### config.mk
export PLATFORM = sky130hd
export DESIGN_NAME = imem_dmem_arbiter
export DESIGN_NICKNAME = d
export VERILOG_FILES = /design/src/rtl/imem_dmem_arbiter.sv
export SDC_FILE = /design/constraint.sdc
export NUM_CORES = 1
export LEC_CHECK = 0
export CORE_AREA = 2 2 148 150
export DETAILED_ROUTE_END_ITERATION = 8
export DIE_AREA = 0 0 150 152
export GPL_TIMING_DRIVEN = 0
export PLACE_DENSITY_LB_ADDON = 0.12
export SLEW_MARGIN = 5
export SYNTH_ARGS = -nofsm -noshare
export SYNTH_HDL_FRONTEND = slang
export SYNTH_SLANG_ARGS = --single-unit
### constraint.sdc
create_clock -name clk -period 1.3 [get_ports clk]
set_input_delay 0.13 -clock clk [delete_from_list [all_inputs] [get_ports clk]]
set_output_delay 0.13 -clock clk [all_outputs]
set_load 0.02 [all_outputs]
### src/rtl/imem_dmem_arbiter.sv
// imem_dmem_arbiter: shares one 64-bit memory port between instruction fetch and load/store.
// Define ARB_RR_EN for round-robin conflict resolution instead of data priority with a starvation override.
module imem_dmem_arbiter #(
   parameter int ADDR_WIDTH   = 10,
   parameter int STARVE_LIMIT = 4
) (
   input  logic                  clk,
   input  logic                  rst,
   input  logic                  if_req,
   input  logic [ADDR_WIDTH-1:0] if_addr,
   output logic                  if_gnt,
   output logic                  if_rvalid,
   output logic [63:0]           if_rdata,
   input  logic                  d_req,
   input  logic                  d_we,
   input  logic [ADDR_WIDTH-1:0] d_addr,
   input  logic [63:0]           d_wdata,
   input  logic [7:0]            d_wstrb,
   output logic                  d_gnt,
   output logic                  d_rvalid,
   output logic [63:0]           d_rdata,
   output logic [ADDR_WIDTH-1:0] mem_addr,
   output logic                  mem_re,
   output logic                  mem_we,
   output logic [7:0]            mem_wstrb,
   output logic [63:0]           mem_wdata,
   input  logic [63:0]           mem_rdata
);
   typedef enum logic [1:0] {OWN_NONE, OWN_IF, OWN_D} owner_e;
   owner_e own_q, own_d;
   logic   if_win;
`ifdef ARB_RR_EN
   logic last_d_q, last_d_d;
   always_comb if_win = !d_req || last_d_q;
   always_comb last_d_d = if_gnt ? 1'b0 : (d_gnt ? 1'b1 : last_d_q);
   always_ff @(posedge clk) last_d_q <= rst ? 1'b1 : last_d_d;
`else
   localparam logic [3:0] LIMIT = 4'(STARVE_LIMIT);
   logic [3:0] starve_q, starve_d;
   always_comb if_win = !d_req || starve_q == LIMIT;
   always_comb starve_d = (if_req && !if_gnt) ? ((starve_q == LIMIT) ? starve_q : starve_q + 4'd1) : 4'd0;
   always_ff @(posedge clk) starve_q <= rst ? 4'd0 : starve_d;
`endif
   always_comb if_gnt = !rst && if_req && if_win;
   always_comb d_gnt = !rst && d_req && !if_gnt;
   always_comb begin
      mem_addr  = if_gnt ? if_addr : (d_gnt ? d_addr : '0);
      mem_re    = if_gnt || (d_gnt && !d_we);
      mem_we    = d_gnt && d_we;
      mem_wstrb = mem_we ? d_wstrb : 8'h00;
      mem_wdata = d_wdata;
      own_d     = if_gnt ? OWN_IF : ((d_gnt && !d_we) ? OWN_D : OWN_NONE);
   end
   always_ff @(posedge clk) own_q <= rst ? OWN_NONE : own_d;
   // a response owed from before reset is dropped while rst is high
   always_comb begin
      if_rvalid = !rst && own_q == OWN_IF;
      d_rvalid  = !rst && own_q == OWN_D;
      if_rdata  = if_rvalid ? mem_rdata : 64'h0;
      d_rdata   = d_rvalid ? mem_rdata : 64'h0;
   end
endmodule

* Word-level counts from Yosys, hierarchy flattened
Index checks and enable logic that the tools add are counted.
** Word-level totals
- Register bits after elaboration :: 6
** Cells by class
- Muxes and demuxes :: 7
- Eq/ne operators :: 3
- Add/sub/neg operators :: 1
- Reductions and logical operators :: 17
- Bitwise gates (word level) :: 1
** Operators by type and width (number)
- 64-bit two-way mux :: 2
- 10-bit two-way mux :: 2
- 1-bit logical AND :: 9
- 8-bit two-way mux :: 1
- 4-bit by 1-bit adder with 4-bit output (second input constant) :: 1
- 4-bit by 3-bit equality test with 1-bit output (second input constant) :: 1
- 1-bit zero test :: 4
- 2-bit OR reduction :: 2
- 2-bit by 1-bit equality test with 1-bit output (second input constant) :: 1
- 2-bit equality test (second input constant) :: 1
- 1-bit logical OR :: 2
- 2-bit two-way mux :: 1
- 1-bit two-way mux :: 1
- 1-bit NOT :: 1

* Longest topological paths before layout
- Depth after elaboration :: 8
- Mapped depth :: 6

* Least setup slack after synthesis
No wires, ideal clock.
- Path type :: register -> output
- From :: register starve_q[0]
- To :: output mem_addr[1]
- Arrival :: 1.315 ns
- Required time :: 1.170 ns
- Path buffers :: 1
- Stages on the path, launching flop included :: 7
- Slack :: -0.145 ns
- Cells stage by stage :: dfxtp_1 -> inv_1 -> ha_1 -> nand3b_4 -> a211oi_4 -> buf_6 -> a22o_2
** Between the ends
- Longest elaborated chain between the ends :: 7
** RTL lines
- start, declared :: line 39 : logic [3:0] starve_q, starve_d;
- start signal, assigned :: line 42 : always_ff @(posedge clk) starve_q <= rst ? 4'd0 : starve_d;
- 4-bit by 3-bit equality test with 1-bit output * :: line 40 : always_comb if_win = !d_req || starve_q == LIMIT;
- 1-bit logical OR * :: line 40
- 1-bit logical AND * :: line 44 : always_comb if_gnt = !rst && if_req && if_win;
- net if_gnt :: line 11 : output logic if_gnt,
- 1-bit zero test :: line 45 : always_comb d_gnt = !rst && d_req && !if_gnt;
- 1-bit logical AND :: line 45
- 10-bit two-way mux :: line 47 : mem_addr = if_gnt ? if_addr : (d_gnt ? d_addr : '0);
- 10-bit two-way mux * :: line 47
- end, declared :: line 22 : output logic [ADDR_WIDTH-1:0] mem_addr,
The timed path passes the listed nets; every way through them passes the cells marked *.

* Worst setup path in the final report
- From :: register starve_q[0]
- To :: output mem_addr[4]
** Between the ends
- Longest elaborated chain between the ends :: 7
** RTL lines (line)
- 4-bit by 3-bit equality test with 1-bit output * :: 40
- 1-bit logical OR * :: 40
- 1-bit logical AND * :: 44
- 1-bit zero test :: 45
- 1-bit logical AND :: 45
- 10-bit two-way mux :: 47
- 10-bit two-way mux * :: 47
Mark *: on every way between the ends. The rest lies on a longest branch, timed or not.

==> impl_metrics.env <==
export IMPL_cts_tree="built"
export IMPL_synth_yosys_seq_area_share_pct=6.508
export IMPL_p_leak_uw=0.003080
export IMPL_worstSetupEndpointType="primary output"
export IMPL_post_cts_hold_buffer_count=0
export IMPL_r2r_start="starve_q[0]"
export IMPL_number_of_ports_placed_on_the_die_boundary=377
export IMPL_regArea_um2=125.1
export IMPL_p_per_area_nw_per_um2=336.3
export IMPL_detailed_route_iter0_violations=39
export IMPL_setup_tns_final_ps=-47360
export IMPL_yosys_cell_types_count=22
export IMPL_numCtsBuffers=3
export IMPL_ys_seq_elements=6
export IMPL_clock_period_minus_final_worst_setup_slack_ps=1762
export IMPL_tritoncts_num_sinks=6
export IMPL_antenna_diode_count=0
export IMPL_capture_point_of_the_worst_path="mem_addr[4]"
export IMPL_post_synth_inst_count=258
export IMPL_rsz0062_at_grt="yes"
export IMPL_ctsHtreeMaxLevel=1
export IMPL_grt_total_usage_pct=10.29
export IMPL_worst_setup_path_startpoint="starve_q[0]"
export IMPL_route_vias_total=3023
export IMPL_grt_antenna_before_repair=0
export IMPL_placement_rows=54
export IMPL_outcome="finished, violations left"
export IMPL_port_buffers=312
export IMPL_crit_required_ps=1170
export IMPL_timing_max_transition_violations_final=0
export IMPL_slew_headroom_pct=72.37
export IMPL_final_setup_violations=152
export IMPL_post_synthesis_cell_area_um2=1846
export IMPL_max_cap_viols=0
export IMPL_worst_r2r_setup_slack_ps=-30
export IMPL_multi_input_combinational_cell_area_um2=1589
export IMPL_vdd_drop_max_mv=0.2966
export IMPL_global_route_wire_length_before_repair_mm=18.26
export IMPL_die_w_um=150
export IMPL_synthArstFlopShare_pct=0
export IMPL_final_min_period_over_clock_period_pct=135.6
export IMPL_worst_clock_skew_ps=0.8258
export IMPL_yosysWarningCount=0
export IMPL_wire_per_inst_um=14.87
export IMPL_reg2reg_depth=6
export IMPL_critical_path_peak_fanout=10
export IMPL_floorplan_die_height_um=152
export IMPL_synth_edff_count=0
export IMPL_syn_num_nets=421
export IMPL_viasPerCell=3.404
export IMPL_floorplan_core_area_um2=21350
export IMPL_detail_route_wirelength_mm=13.20
export IMPL_timing_worst_slew_pin_value_ps=414.5
export IMPL_finish_utilization_pct=31.23
export IMPL_globalRouteOverflowTotal=0
export IMPL_worst_skew_pair_late_latency_ps=230
export IMPL_critical_path_class="reg2out"
export IMPL_drt_pass1_iter_count=4
export IMPL_hold_class="in2reg"
export IMPL_postSynth_topFlopCell="dfxtp_1"
export IMPL_hpwl_mm=10.28
export IMPL_critical_path_startpoint_type="flip-flop"
export IMPL_pin_count_of_the_biggest_net_entering_global_routing=11
export IMPL_failed_checks="setup timing"
export IMPL_routabilityCongestion=0.7863
export IMPL_initial_utilization_pct=8.644
export IMPL_synth_top_cell_area_share_pct=44.07
export IMPL_layout_setup_ws_ps=-462.2
export IMPL_worst_hold_path_num_cells=2
export IMPL_synthesis_area_per_instance_um2=7.153
export IMPL_post_route_drc_count=0
export IMPL_area_growth_syn_to_layout_pct=261.3
export IMPL_detail_route_antenna_nets=0
export IMPL_die_area_um2=22800
export IMPL_drive_gt1_share_pct=70.23
export IMPL_timing_fmax_mhz=567.5
export IMPL_synth_area_leaders="and2_1, buf_4, dfxtp_1"
export IMPL_cts_buffer_depth=2
export IMPL_final_common_cell="buf_6"
export IMPL_layout_cells_most_common_list="buf_6, clkdlybuf4s50_1, and2_4, buf_4, buf_8"
export IMPL_vias_in_the_first_global_route=3193
export IMPL_data_arrival_time_at_the_worst_slack_endpoint_ps=1630
export IMPL_timing_final_hold_violations=0
export IMPL_synthDominantAreaCellType="and2_1"
export IMPL_num_fill_cells=2218
export IMPL_r2r_end="own_q[1]"
export IMPL_num_nets_final=773
export IMPL_clock_root_buffer="clkbuf_16"
export IMPL_holdWs_ps=491.2
export IMPL_clk_pin_slew_worst_paths_ps=30
Yosys cell counts (all sizes together) (2+ instances only):
| library cell | count |
|---|---|
| a211oi | 2 |
| a22o | 10 |
| and2 | 130 |
| and3 | 8 |
| buf | 69 |
| clkbuf | 12 |
| dfxtp | 6 |
| ha | 2 |
| inv | 6 |
| nor2 | 4 |
| nor3b | 2 |
through the flow:
stage / worst slack [ps] / cells / cell area [µm²] / total power [µW]
2_1_floorplan: -95.45 / 258 / 1969 / 769.8
3_3_place_gp: -1359 / 850 / 5443 / 1522
3_5_place_dp: -1410 / 850 / 5443 / 1524
4_1_cts: -494.0 / 888 / 6304 / 2191
5_1_grt: -523.3 / 888 / 6668 / 2337
6_report: -462.2 / 888 / 6668 / 2242
area by class of cell:
cell class / instances / area share (%)
plain buffers: 78 / 10.49
flip-flops and latches: 6 / 1.877
multi-input cells: 165 / 23.83
inverters: 6 / 0.3378
clock buffers: 3 / 1.126
well taps: 280 / 5.254
repair buffers: 350 / 57.08
cell families after synthesis:
family	count (synthesis)	share of synthesized area [%]
xor+xnor	2	0.9493
simple gates	147	50.10
compound gates	14	8.340
flops	6	6.509
fa+ha+maj	2	1.356
buf+inv	87	32.75
where the power goes:
group	internal, µW	total [µW]	switching [µW]
logic	949	1550	597
registers	190	194	3.44
clock network	395	502	107
how the worst min path moves through the flow:
stage / startpoint / endpoint / slack [ps]
global route: rst / own_q[0] / 530
floorplan: rst / own_q[0] / 200
global placement: starve_q[0] / starve_q[0] / 430
CTS: rst / own_q[0] / 510
finish: rst / own_q[0] / 490
detailed placement: starve_q[0] / starve_q[0] / 440
worst max-delay path, cell delays in order (launching register included):
cell,delay (ps)
dfxtp_2,310
inv_2,60
ha_4,130
nand3b_4,90
o211a_4,290
buf_8,160
a22o_4,220
buf_6,130
metal layers:
metal	global-route usage (%)	wire length (µm)	vias to the layer above
met5	0	0	-
met2	21.20	7419	210
met3	3.544	1639	8
met4	1.797	89	0
li1	-	-	1438
met1	9.559	4055	1367
state kept, by name, summed over array words and instances, names as in the netlist:
signal,cells
starve_q,4
own_q,2
repair_timing:
item,in CTS,in global routing
endpoints found under the setup margin,153,153
setup buffers,25,9
pin swaps,38,48
resized for setup,939,195
gates cloned,10,2
Note: power is estimated with default switching activity, not from simulation.
